--- src/rtl/cva5_types.sv ---
// Shared FP result types: flopoco encodings, IEEE flag struct and instruction ids.
package cva5_types;

  localparam int ID_W = 4;
  typedef logic [ID_W-1:0] id_t;

  // [33:32] exception class, [31] sign, [30:23] exponent, [22:0] fraction
  typedef logic [33:0] flopoco_t;

  localparam logic [1:0] FP_ZERO   = 2'b00;
  localparam logic [1:0] FP_NORMAL = 2'b01;
  localparam logic [1:0] FP_INF    = 2'b10;
  localparam logic [1:0] FP_NAN    = 2'b11;

  localparam logic [31:0] CANONICAL_NAN = 32'h7FC0_0000;

  typedef struct packed {
    logic nv;
    logic dz;
    logic of;
    logic uf;
    logic nx;
  } fp_fflags_t;

endpackage

--- src/rtl/fp_result_pack_if.sv ---
// Result-in / writeback-out bundle for fp_result_pack.
// Handshakes: a transfer happens on a clk edge where the valid (in_done / wb_done)
// and its ready (in_ack / wb_ack) are both 1; in_ack depends only on FIFO occupancy.
interface fp_result_pack_if;
  import cva5_types::*;

  logic       in_done;
  id_t        in_id;
  flopoco_t   in_rd;
  logic       in_ack;

  logic       wb_done;
  id_t        wb_id;
  logic [31:0] wb_rd;
  fp_fflags_t wb_fflags;
  logic       wb_ack;

  modport slave (
    input  in_done, in_id, in_rd, wb_ack,
    output in_ack, wb_done, wb_id, wb_rd, wb_fflags
  );

  modport master (
    output in_done, in_id, in_rd, wb_ack,
    input  in_ack, wb_done, wb_id, wb_rd, wb_fflags
  );

endinterface

--- src/rtl/fp_flopoco_to_ieee.sv ---
// Combinational flopoco -> IEEE-754 single conversion; shared with divide/sqrt.
module fp_flopoco_to_ieee
  import cva5_types::*;
(
  input  flopoco_t    rd,
  output logic [31:0] result,
  output fp_fflags_t  fflags
);

  always_comb begin
    result = '0;
    fflags = '0;
    case (rd[33:32])
      FP_ZERO:   result = {rd[31], 31'b0};
      FP_NORMAL: begin
        if (rd[30:23] != 8'd0) begin
          result = rd[31:0];
        end else begin
          // no subnormal support: flush to signed zero and flag it
          result    = {rd[31], 31'b0};
          fflags.uf = 1'b1;
          fflags.nx = 1'b1;
        end
      end
      FP_INF:    result = {rd[31], 8'hFF, 23'b0};
      default:   result = CANONICAL_NAN;
    endcase
  end

endmodule

--- src/rtl/fp_result_pack.sv ---
// Converts FP MAC results to IEEE form and buffers them in a small in-order
// FIFO ahead of writeback.
module fp_result_pack
  import cva5_types::*;
#(
  parameter int DEPTH = 2
) (
  input  logic             clk,
  input  logic             rst,
  fp_result_pack_if.slave  bus
);

  localparam int PW = $clog2(DEPTH);
  localparam logic [PW:0] DEPTH_C = (PW+1)'(DEPTH);

  typedef struct packed {
    id_t         id;
    logic [31:0] rd;
    fp_fflags_t  fflags;
  } entry_t;

  entry_t        mem [DEPTH];
  logic [PW-1:0] head;
  logic [PW-1:0] tail;
  logic [PW:0]   count;

  logic [31:0]   conv_rd;
  fp_fflags_t    conv_fflags;
  logic          push;
  logic          pop;

  fp_flopoco_to_ieee u_conv (
    .rd     (bus.in_rd),
    .result (conv_rd),
    .fflags (conv_fflags)
  );

  assign bus.in_ack  = (count < DEPTH_C);
  assign bus.wb_done = (count != '0);
  assign push        = bus.in_done && bus.in_ack;
  assign pop         = bus.wb_done && bus.wb_ack;

  // Storage is deliberately not reset; the pointers and count gate its use.
  always_ff @(posedge clk) begin
    if (push) begin
      mem[tail] <= '{id: bus.in_id, rd: conv_rd, fflags: conv_fflags};
    end
  end

  always_ff @(posedge clk or negedge rst) begin
    if (!rst) begin
      head  <= '0;
      tail  <= '0;
      count <= '0;
    end else begin
      if (push) tail <= tail + 1'b1;
      if (pop)  head <= head + 1'b1;
      case ({push, pop})
        2'b10:   count <= count + 1'b1;
        2'b01:   count <= count - 1'b1;
        default: count <= count;
      endcase
    end
  end

  assign bus.wb_id     = mem[head].id;
  assign bus.wb_rd     = mem[head].rd;
  assign bus.wb_fflags = mem[head].fflags;

endmodule

--- src/flat_wrapper.sv ---
// flat-port wrapper written by rule: the top's interface ports become plain ports
module fp_result_pack_flat import cva5_types::*;
#(
  parameter int DEPTH = 2
)
  (clk, rst, bus_in_done, bus_in_id, bus_in_rd, bus_wb_ack, bus_in_ack, bus_wb_done, bus_wb_id, bus_wb_rd, bus_wb_fflags);
  fp_result_pack_if bus_i ();
  input  logic clk;
  input  logic rst;
  input wire logic [$bits(bus_i.in_done)-1:0] bus_in_done;
  input wire logic [$bits(bus_i.in_id)-1:0] bus_in_id;
  input wire logic [$bits(bus_i.in_rd)-1:0] bus_in_rd;
  input wire logic [$bits(bus_i.wb_ack)-1:0] bus_wb_ack;
  output wire logic [$bits(bus_i.in_ack)-1:0] bus_in_ack;
  output wire logic [$bits(bus_i.wb_done)-1:0] bus_wb_done;
  output wire logic [$bits(bus_i.wb_id)-1:0] bus_wb_id;
  output wire logic [$bits(bus_i.wb_rd)-1:0] bus_wb_rd;
  output wire logic [$bits(bus_i.wb_fflags)-1:0] bus_wb_fflags;
  assign bus_i.in_done = bus_in_done;
  assign bus_i.in_id = bus_in_id;
  assign bus_i.in_rd = bus_in_rd;
  assign bus_i.wb_ack = bus_wb_ack;
  assign bus_in_ack = bus_i.in_ack;
  assign bus_wb_done = bus_i.wb_done;
  assign bus_wb_id = bus_i.wb_id;
  assign bus_wb_rd = bus_i.wb_rd;
  assign bus_wb_fflags = bus_i.wb_fflags;
  fp_result_pack #(.DEPTH(DEPTH)) u_core (.clk(clk), .rst(rst), .bus(bus_i));
endmodule
--- config.mk ---
export PLATFORM = sky130hd
export DESIGN_NAME = fp_result_pack_flat
export DESIGN_NICKNAME = d
export VERILOG_FILES = /design/src/rtl/cva5_types.sv /design/src/rtl/fp_result_pack_if.sv /design/src/rtl/fp_flopoco_to_ieee.sv /design/src/rtl/fp_result_pack.sv /design/src/flat_wrapper.sv
export SDC_FILE = /design/constraint.sdc
export NUM_CORES = 1
export LEC_CHECK = 0
export CAP_MARGIN = 20
export CORE_UTILIZATION = 30
export DETAILED_ROUTE_END_ITERATION = 7
export PLACE_DENSITY_LB_ADDON = 0.2
export SKIP_LAST_GASP = 1
export SLEW_MARGIN = 20
export SYNTH_ARGS = -nofsm -noshare
export SYNTH_HDL_FRONTEND = slang
export SYNTH_HIERARCHICAL = 1
export SYNTH_SLANG_ARGS = --single-unit
--- constraint.sdc ---
create_clock -name clk -period 2.7 [get_ports clk]
set_clock_uncertainty 0.1 [all_clocks]
set_input_delay 0.81 -clock clk [delete_from_list [all_inputs] [get_ports clk]]
set_output_delay 0.81 -clock clk [all_outputs]
set_load 0.03 [all_outputs]
==> impl_metrics.yaml, run 1 <==
critical_path:
  cpLargestDelayFamily: "buffers and inverters"
  cp_cell_sequence: "buf_12 -> mux2_2 -> dlygate4sd2_1"
  r2r_slack_ps: 1130
  cp_slowest_cell: "sky130_fd_sc_hd__dfrtp_2"
  cp_num_buf_inv: 2
  worst-setup-path-type: "reg2out"
  crit_path_max_fanout: 29
  critical-path-max-stage-delay_ps: 390
  cp_data_required_time_ps: 1790
  timing.critical_path.from_type: "flip-flop"
  category_of_the_worst_setup_path_capture_point: "primary output"
  crit_arrival_ps: 1680
sta:
  final_critical_path_share_of_the_clock_period_pct: 96.1
  max_freq_mhz: 385
  timing.hold.ws_ps: 437
  setup_tns_ps: 0
  timing.final.max_slew_violations: 0
  report.final.setup_viol: 0
  rsz0062_at_grt: "false"
  period_minus_slack_ps: 2590
  report.final.hold_viol_count: 0
logic_synthesis:
  yosysTopAreaCellShare_pct: 65.7
  primary_ff_master_synth: "sky130_fd_sc_hd__edfxtp_1"
  synth_largest_area_cell: "sky130_fd_sc_hd__edfxtp_1"
  yosys.cell_count.top_type: "sky130_fd_sc_hd__edfxtp_1"
  synthTopCellsByCount: "sky130_fd_sc_hd__edfxtp_1, sky130_fd_sc_hd__mux2_4, sky130_fd_sc_hd__and2_4"
  yosysWarnings: 6
  avgSynthCellArea_sq_um: 19.4
  synth.distinct_cells: 27
  post_synth_main_area_contributors: "sky130_fd_sc_hd__edfxtp_1, sky130_fd_sc_hd__mux2_4, sky130_fd_sc_hd__and2_4, sky130_fd_sc_hd__dfrtp_1, sky130_fd_sc_hd__buf_12"
  postSynthRegisterBits: 86
  synthCells: 193
  synth-seq-area-share_pct: 68.4
  synth_enable_flop_cells: 82
  synth.cell_area_sq_um: 3750
  synth-async-reset-ratio_pct: 4.65
route:
  vias_per_cell: 4.02
  routed_vias: 1850
  route.detailed.wl_per_inst_um: 13.8
  initialDrtViolationCount: 45
  firstDrtPassIters: 4
  drt_drc_violations_left: 0
  detail_route.wirelength_um: 6330
  antenna_violating_nets_post_route: 0
clock_tree:
  cts.root.buffer_cell: "sky130_fd_sc_hd__clkbuf_16"
  hold_buffers: 0
  htree_num_levels: 3
  insertion_delay_to_the_later_sink_of_the_worst_skew_pair_ps: 320
  cts_tree: "built"
  clock_sinks: 86
  clkSlewWorstSetupHoldPaths_ps: 60
  maximum_clock_path_buffer_count: 2
  cts_post_setup_buffers_inserted: 0
  number_of_buffers_added_by_the_clock_tree_synthesis_step: 9
global_routing:
  grt_use_total_pct: 10.6
  grt_overflow: 0
  antenna_violations_before_repair: 0
  pin_count_of_the_biggest_net_entering_global_routing: 30
  via_count_of_the_first_global_routing_pass: 1965
  first_pass_grt_wire_length_um: 9880
final_layout:
  layout_cell_share_with_drive_strength_beyond_1_pct: 33.2
  fin_nets: 330
  layout-area-overhead-vs-synth_pct: 34.6
  num-fill-cells: 1142
  insertedDiodeCount: 0
floorplan:
  fp.dieH_um: 114
  die-area_sq_um: 12900
  std_cell_rows: 40
  placeableCoreArea_sq_um: 12100
  floorplan.io_pins: 85
  dieWidth_um: 114
  initial_core_util_pct: 30.9
run:
  cap_viol_max_count: 0
placed_design:
  place_hpwl_um: 4150
  gpl_wtd_cong: 0.721
  placement.io_buffers: 84
pwr:
  irDropWorstVdd_mv: 0.581
  power_per_cell_area_nw_per_um2: 1020
  static-leakage-power_nw: 1.95
worst_hold_path:
  min_path_type: "reg2reg"
run_status:
  status: "completed"
## layout by cell type, fill, tap and decap left out, types with 5 or more instances in the layout
| cell | n |
|---|---|
| sky130_fd_sc_hd__a21o_1 | 7 |
| sky130_fd_sc_hd__and2_1 | 5 |
| sky130_fd_sc_hd__and2_4 | 16 |
| sky130_fd_sc_hd__buf_4 | 12 |
| sky130_fd_sc_hd__clkbuf_16 | 9 |
| sky130_fd_sc_hd__clkdlybuf4s50_1 | 43 |
| sky130_fd_sc_hd__dlygate4sd2_1 | 33 |
| sky130_fd_sc_hd__edfxtp_1 | 82 |
| sky130_fd_sc_hd__mux2_4 | 39 |
## path summary, 6_finish.rpt
kind / endpoint / depth (start not counted) / start
min in group asynchronous: u_core/count[1] / 1 / rst
hold / removal: u_core/count[0] / 1 / u_core/count[0]
setup reg to reg: u_core/count[1] / 5 / u_core/count[0]
max in group asynchronous: u_core/head / 1 / rst
setup / recovery: bus_wb_rd[12] / 3 / u_core/head
hold reg to reg: u_core/count[0] / 1 / u_core/count[0]
## layer usage
| layer | GRT usage (%) | part of all wire, % |
|---|---|---|
| met1 | 12.4 | 43 |
| met2 | 17.4 | 50 |
| met3 | 2.60 | 5.1 |
| met4 | 7.11 | 2.2 |
| met5 | 0 | 0 |
## kinds of logic (layout without fill, tap and decap cells)
kind of cell             count (synthesis)  after routing  synth area share (%)
AO/OA/AOI/OAI                           12             12                  2.47
XOR/XNOR                                 5              5                  1.17
adder cells (fa/ha/maj)                  1              1                 0.334
buffers and inverters                   14            111                  4.14
flip-flops                              86             86                  68.4
multiplexers                            41             41                  16.2
other                                    1              3                 0.100
AND/OR/NAND/NOR                         33             33                  7.18
## through the flow
step / instance area [sq um] / worst slack (ps) / total power [W] / utilization [%] / cells
global route: 5040 / 42.9 / 0.00539 / 41.6 / 460
detailed placement: 4770 / 156 / 0.00410 / 39.4 / 444
finish: 5040 / 105 / 0.00514 / 41.6 / 460
CTS: 5040 / -88.5 / 0.00524 / 41.6 / 460
global placement: 4770 / 161 / 0.00410 / 39.4 / 444
floorplan: 3760 / 187 / 0.00342 / - / 195
## flip-flops by register name, indices dropped and copies added (netlist names)
signal,count
u_core/head,1
u_core/count,2
u_core/mem,82
u_core/tail,1
## power breakdown
group / internal (W) / switching [W]
sequential: 0.00176 / 0.0000770
clock: 0.000804 / 0.000451
combinational: 0.000934 / 0.00111
## repair_timing
item                                    4_1_cts  5_1_grt
gates resized for setup                      34        1
gates cloned                                  0        0
endpoints found under the setup margin       34        1
## cell type report
| class | count | area [sq um] | area share, % |
|---|---|---|---|
| Clock buffer | 11 | 233 | 4.61 |
| Timing Repair Buffer | 94 | 913 | 18.1 |
| Inverter | 1 | 3.75 | 0.0744 |
| Clock inverter | 5 | 73.8 | 1.46 |
| Multi-Input combinational cell | 95 | 1050 | 20.7 |
| Sequential cell | 86 | 2560 | 50.8 |
| Tap cell | 168 | 210 | 4.17 |
Note: power is estimated with default switching activity, not from simulation.
==> run 2: changes to the inputs <==
--- a/config.mk
+++ b/config.mk
@@ -5,8 +5,10 @@
 export SDC_FILE = /design/constraint.sdc
 export NUM_CORES = 1
 export LEC_CHECK = 0
+export ABC_AREA = 1
 export CAP_MARGIN = 20
 export CORE_UTILIZATION = 30
+export CTS_CLUSTER_SIZE = 30
 export DETAILED_ROUTE_END_ITERATION = 7
 export PLACE_DENSITY_LB_ADDON = 0.2
 export SKIP_LAST_GASP = 1
==> impl_metrics.yaml, run 2 <==
floorplan:
  dieWidth_um: 113
  floorplan.io_pins: 85
  fp.dieH_um: 113
  std_cell_rows: 40
  placeableCoreArea_sq_um: 12000
  initial_core_util_pct: 30.7
  die-area_sq_um: 12700
logic_synthesis:
  yosys.cell_count.top_type: "sky130_fd_sc_hd__nand2_1"
  yosysTopAreaCellShare_pct: 66.8
  synthTopCellsByCount: "sky130_fd_sc_hd__nand2_1, sky130_fd_sc_hd__edfxtp_1, sky130_fd_sc_hd__nor2_1"
  synth_largest_area_cell: "sky130_fd_sc_hd__edfxtp_1"
  synth_enable_flop_cells: 82
  synth.cell_area_sq_um: 3690
  synth-seq-area-share_pct: 69.5
  postSynthRegisterBits: 86
  synthCells: 329
  yosysWarnings: 6
  avgSynthCellArea_sq_um: 11.2
  post_synth_main_area_contributors: "sky130_fd_sc_hd__edfxtp_1, sky130_fd_sc_hd__nand2_1, sky130_fd_sc_hd__dfrtp_1, sky130_fd_sc_hd__nor2_2, sky130_fd_sc_hd__nand2_2"
  primary_ff_master_synth: "sky130_fd_sc_hd__edfxtp_1"
  synth-async-reset-ratio_pct: 4.65
  synth.distinct_cells: 22
route:
  drt_drc_violations_left: 0
  route.detailed.wl_per_inst_um: 13.2
  detail_route.wirelength_um: 7510
  routed_vias: 2449
  firstDrtPassIters: 4
  vias_per_cell: 4.30
  antenna_violating_nets_post_route: 0
  initialDrtViolationCount: 78
critical_path:
  cp_cell_sequence: "buf_4 -> nand2_1 -> nand2_1 -> dlygate4sd2_1"
  worst-setup-path-type: "reg2out"
  cp_data_required_time_ps: 1790
  crit_start: "u_core/head"
  crit_path_max_fanout: 17
  r2r_slack_ps: 1130
  rr_startpoint: "u_core/count[1]"
  critical-path-max-stage-delay_ps: 450
  crit_path_frequent_cell: "sky130_fd_sc_hd__nand2_1"
  cp_slowest_cell: "sky130_fd_sc_hd__dfrtp_2"
  crit_arrival_ps: 1610
  timing.critical_path.from_type: "flip-flop"
  category_of_the_worst_setup_path_capture_point: "primary output"
final_layout:
  num-fill-cells: 1158
  commonest_non_fill_non_tap_cell_in_the_layout: "sky130_fd_sc_hd__nand2_1"
  top_registers: "u_core/mem: 82 flops, u_core/count: 2 flops"
  layout_common_cells: "sky130_fd_sc_hd__nand2_1, sky130_fd_sc_hd__edfxtp_1, sky130_fd_sc_hd__clkdlybuf4s50_1, sky130_fd_sc_hd__dlymetal6s2s_1, sky130_fd_sc_hd__nor2_1"
  layout-area-overhead-vs-synth_pct: 36.6
  fin_nets: 461
  finish.utilization_pct: 41.9
  layout_cell_share_with_drive_strength_beyond_1_pct: 12.8
  insertedDiodeCount: 0
  largest_register_ffs: 82
  regMostFlops: "u_core/mem"
clock_tree:
  clock_sinks: 86
  cts_tree: "built"
  post_cts.resized_instances: 6
  insertion_delay_to_the_later_sink_of_the_worst_skew_pair_ps: 330
  htree_num_levels: 3
  cts_post_setup_buffers_inserted: 0
  cts.root.buffer_cell: "sky130_fd_sc_hd__clkbuf_16"
  maximum_clock_path_buffer_count: 2
  hold_buffers: 0
  number_of_buffers_added_by_the_clock_tree_synthesis_step: 9
  clkSlewWorstSetupHoldPaths_ps: 60
global_routing:
  antenna_violations_before_repair: 0
  pin_count_of_the_biggest_net_entering_global_routing: 43
  grt_overflow: 0
  first_pass_grt_wire_length_um: 12300
  via_count_of_the_first_global_routing_pass: 2453
  grt_use_total_pct: 12.8
sta:
  timing.final.ws_setup_ps: 176
  report.final.setup_viol: 0
  tightestPinTransition_ps: 497
  period_minus_slack_ps: 2520
  timing.max_slew.rel_slack_pct: 66.8
  max_freq_mhz: 396
  rsz0062_at_grt: "false"
  report.final.hold_viol_count: 0
  final_critical_path_share_of_the_clock_period_pct: 93.5
  timing.final.max_slew_violations: 0
worst_hold_path:
  min_from: "u_core/count[1]"
  min_path_type: "reg2reg"
run_status:
  status: "completed"
run:
  cap_viol_max_count: 0
placed_design:
  place_hpwl_um: 4740
  dp_worst_setup_slack_ps: 203
  placement.io_buffers: 84
  gpl_wtd_cong: 0.708
pwr:
  static-leakage-power_nw: 2.33
  irDropWorstVdd_mv: 0.336
  power_per_cell_area_nw_per_um2: 1040
  report.power.total_w: 0.00526
==> run 2: cells by family after synthesis <==
group / synth area share [%]
AO/OA/AOI/OAI: 0.136
XOR/XNOR: 0.475
adder cells (fa/ha/maj): 0.339
buffers and inverters: 5.83
flip-flops: 69.5
other: 0.102
AND/OR/NAND/NOR: 23.6
==> run 2: area by class of cell <==
cell class	count	area, sq um	area share (%)
tap	147	184	3.65
clock buffer	12	236	4.69
multi-input combinational	217	933	18.5
sequential	86	2560	50.9
inverter	10	50.0	0.993
timing repair buffer	94	1020	20.3
clock inverter	4	47.5	0.944
==> run 2: power by group <==
group          internal [W]  switching, W
clock network      0.000714      0.000470
logic              0.000770       0.00143
registers           0.00178     0.0000903
total               0.00326       0.00199
==> run 2: worst paths after layout <==
check                              endpoint  depth (start not counted)
min                         u_core/count[1]                          2
max in group asynchronous       u_core/head                          1
max                            bus_wb_id[3]                          4
max reg2reg                u_core/mem[0][6]                          4
min in group asynchronous       u_core/tail                          1
min reg2reg                 u_core/count[1]                          2
==> run 2: per-stage QoR <==
step | instances | TNS (ps) | hold WS (ps) | cell area, sq um
2_1_floorplan | 331 | -41450 | 342 | 3700
3_3_place_gp | 554 | 0 | 354 | 4670
3_5_place_dp | 554 | 0 | 371 | 4670
6_report | 570 | 0 | 386 | 5040
4_1_cts | 570 | -4250 | 385 | 4950
5_1_grt | 570 | 0 | 437 | 5040
==> run 2: critical path: cells and delay by family (launching register included) <==
family | cells | cell delay, ps
simple gates | 2 | 160
flops | 1 | 450
buf+inv | 2 | 670
==> run 2: metal layers <==
layer	GRT usage, %	routed length (um)
met5	0	0
met4	5.53	113
met3	3.80	404
met2	20.7	3610
met1	16.0	3380
==> run 3: changes to the inputs <==
--- a/config.mk
+++ b/config.mk
@@ -12,8 +12,7 @@
 export DETAILED_ROUTE_END_ITERATION = 7
 export PLACE_DENSITY_LB_ADDON = 0.2
 export SKIP_LAST_GASP = 1
-export SLEW_MARGIN = 20
 export SYNTH_ARGS = -nofsm -noshare
 export SYNTH_HDL_FRONTEND = slang
-export SYNTH_HIERARCHICAL = 1
 export SYNTH_SLANG_ARGS = --single-unit
+export TNS_END_PERCENT = 20
==> impl_metrics.yaml, run 3 <==
critical_path:
  critical-path-max-stage-delay_ps: 660
  category_of_the_worst_setup_path_capture_point: "primary output"
  rr_startpoint: "u_core.count[1]"
  crit_path_max_fanout: 17
  cp_data_required_time_ps: 1790
  worst-setup-path-type: "reg2out"
  cp_slowest_cell: "sky130_fd_sc_hd__clkdlybuf4s50_1"
  cp_num_buf_inv: 3
  worstReg2RegEnd: "u_core.mem[0][19]"
  cpLargestDelayFamily: "buffers and inverters"
  r2r_slack_ps: 1100
  cp_cell_sequence: "inv_1 -> buf_4 -> nand2_1 -> nand2_1 -> clkdlybuf4s50_1"
  timing.critical_path.from_type: "flip-flop"
  crit_path_frequent_cell: "sky130_fd_sc_hd__nand2_1"
  r2r_worst_path_depth: 4
  crit_arrival_ps: 1910
worst_hold_path:
  hold_endpoint: "u_core.count[1]"
  holdPathStages: 2
  min_path_type: "reg2reg"
  min_from: "u_core.count[1]"
floorplan:
  dieWidth_um: 107
  placeableCoreArea_sq_um: 10800
  fp.dieH_um: 107
  floorplan.io_pins: 85
  initial_core_util_pct: 30.7
  std_cell_rows: 38
  die-area_sq_um: 11500
sta:
  report.final.hold_viol_count: 0
  timing.final.ws_setup_ps: -116
  setup_tns_ps: -1280
  period_minus_slack_ps: 2820
  max_freq_mhz: 355
  rsz0062_at_grt: "true"
  report.final.setup_viol: 25
  timing.final.max_slew_violations: 0
  final_critical_path_share_of_the_clock_period_pct: 104
placed_design:
  gpl_wtd_cong: 0.693
  dp_worst_setup_slack_ps: 210
  place_hpwl_um: 4610
  place_area_sq_um: 4330
  placement.io_buffers: 81
logic_synthesis:
  synth_adder_area_share_pct: 0.377
  combinational_family_with_the_most_area_after_synthesis: "simple AND/OR/NAND/NOR gates"
  synth-seq-area-share_pct: 70.0
  synth.mux.area_fraction_pct: 0
  synthXorXnorAreaFrac_pct: 0.792
  primary_ff_master_synth: "sky130_fd_sc_hd__edfxtp_1"
  synthTopCellsByCount: "sky130_fd_sc_hd__nand2_1, sky130_fd_sc_hd__edfxtp_1, sky130_fd_sc_hd__nor2_1"
  synth-async-reset-ratio_pct: 5.13
  yosys.cell_count.top_type: "sky130_fd_sc_hd__nand2_1"
  post_synth_main_area_contributors: "sky130_fd_sc_hd__edfxtp_1, sky130_fd_sc_hd__nand2_1, sky130_fd_sc_hd__dfrtp_1, sky130_fd_sc_hd__nor2_2, sky130_fd_sc_hd__buf_4"
  avgSynthCellArea_sq_um: 10.9
  yosysWarnings: 0
  synth.cell_area_sq_um: 3320
  synth_largest_area_cell: "sky130_fd_sc_hd__edfxtp_1"
  yosysTopAreaCellShare_pct: 67.0
  post_synthesis_compound_gate_area_fraction_pct: 0.151
  synthCells: 305
  post_synth_and_or_nand_nor_area_fraction_pct: 23.9
  postSynthRegisterBits: 78
  synth_enable_flop_cells: 74
  synth.distinct_cells: 23
clock_tree:
  hold_buffers: 0
  clkSlewWorstSetupHoldPaths_ps: 80
  cts.root.buffer_cell: "sky130_fd_sc_hd__clkbuf_8"
  htree_num_levels: 3
  maximum_clock_path_buffer_count: 2
  cts_post_setup_buffers_inserted: 0
  insertion_delay_to_the_later_sink_of_the_worst_skew_pair_ps: 340
  cts_tree: "built"
  number_of_buffers_added_by_the_clock_tree_synthesis_step: 9
  clock_sinks: 78
pwr:
  power_per_cell_area_nw_per_um2: 1030
  static-leakage-power_nw: 1.85
  report.power.total_w: 0.00464
  irDropWorstVdd_mv: 0.481
final_layout:
  layout_common_cells: "sky130_fd_sc_hd__nand2_1, sky130_fd_sc_hd__edfxtp_1, sky130_fd_sc_hd__clkdlybuf4s50_1, sky130_fd_sc_hd__nor2_1, sky130_fd_sc_hd__nor2_2"
  largest_register_ffs: 74
  insertedDiodeCount: 0
  layout-area-overhead-vs-synth_pct: 36.2
  finish.utilization_pct: 41.9
  finalInstanceArea_sq_um: 4520
  fin_nets: 436
  top_registers: "u_core.mem: 74 flops, u_core.count: 2 flops"
  regMostFlops: "u_core.mem"
  num-fill-cells: 1098
  layout_cell_share_with_drive_strength_beyond_1_pct: 11.3
  commonest_non_fill_non_tap_cell_in_the_layout: "sky130_fd_sc_hd__nand2_1"
route:
  antenna_violating_nets_post_route: 0
  routed_vias: 2293
  initialDrtViolationCount: 115
  detail_route.wirelength_um: 7040
  route.detailed.wl_per_inst_um: 13.1
  drt_drc_violations_left: 0
  vias_per_cell: 4.26
  firstDrtPassIters: 4
global_routing:
  grt_overflow: 0
  pin_count_of_the_biggest_net_entering_global_routing: 26
  grt_use_total_pct: 13.6
  via_count_of_the_first_global_routing_pass: 2415
  first_pass_grt_wire_length_um: 11600
  antenna_violations_before_repair: 0
run_status:
  status: "complete, but fails checks"
  violations: "negative setup slack"
run:
  cap_viol_max_count: 0
## run 3: cell count changes in the layout (fill, tap and decap cells not counted), moves of 8 or more
cell,before,now
sky130_fd_sc_hd__clkdlybuf4s50_1,43,68
sky130_fd_sc_hd__edfxtp_1,82,74
sky130_fd_sc_hd__nand2_2,11,1
sky130_fd_sc_hd__dlymetal6s2s_1,33,4
sky130_fd_sc_hd__clkbuf_16,9,0
sky130_fd_sc_hd__clkbuf_8,0,9
## run 3: worst max-delay path by stage
stage | startpoint | to | cells past startpoint
floorplan | bus_in_done | u_core.mem[0][10] | 2
global route | u_core.head | bus_wb_rd[13] | 5
CTS | u_core.head | bus_wb_rd[4] | 5
detailed placement | u_core.head | bus_wb_rd[5] | 5
finish | u_core.head | bus_wb_rd[12] | 5
global placement | u_core.head | bus_wb_rd[5] | 5
## run 3: report_power, final
group | total, W | switching (W) | internal [W]
logic | 0.00213 | 0.00135 | 0.000780
registers | 0.00168 | 0.0000696 | 0.00161
clock network | 0.000830 | 0.000407 | 0.000423
total | 0.00464 | 0.00182 | 0.00282
## run 3: timing repair
action	CTS	global route
pin swaps	0	0
gates resized for setup	7	5
setup endpoints to repair	36	29
## run 3: worst min-delay path, delay by kind of cell (launching register included)
| kind | cells | cell delay [ps] |
|---|---|---|
| and+or+nand+nor | 2 | 100 |
| DFF | 1 | 350 |
## run 3: cells by family after synthesis
logic type	after synthesis
flops	78
buf+inv	26
other cells	1
fa+ha+maj	1
compound gates	1
xor+xnor	3
simple gates	195
## run 3: layout make-up
class	instances	area (sq um)	share of cell area, %
Tap cell	140	175	3.87
Timing Repair Buffer	92	943	20.9
Multi-Input combinational cell	203	862	19.1
Sequential cell	78	2320	51.4
Clock inverter	5	52.6	1.16
Clock buffer	11	131	2.91
Inverter	9	33.8	0.747
## run 3: through the flow
stage          instances  hold slack, ps
3_5_place_dp         522             367
2_1_floorplan        307             342
4_1_cts              538             386
3_3_place_gp         522             353
6_report             538             381
5_1_grt              538             423
## run 3: per-layer routing
| layer | up-vias | track usage (%) | share of wire [%] |
|---|---|---|---|
| li1 | 1154 | - | - |
| met3 | 9 | 2.92 | 4.6 |
| met5 | - | 0 | 0 |
| met2 | 52 | 23.3 | 50 |
| met1 | 1078 | 16.3 | 44 |
| met4 | 0 | 6.16 | 1.6 |
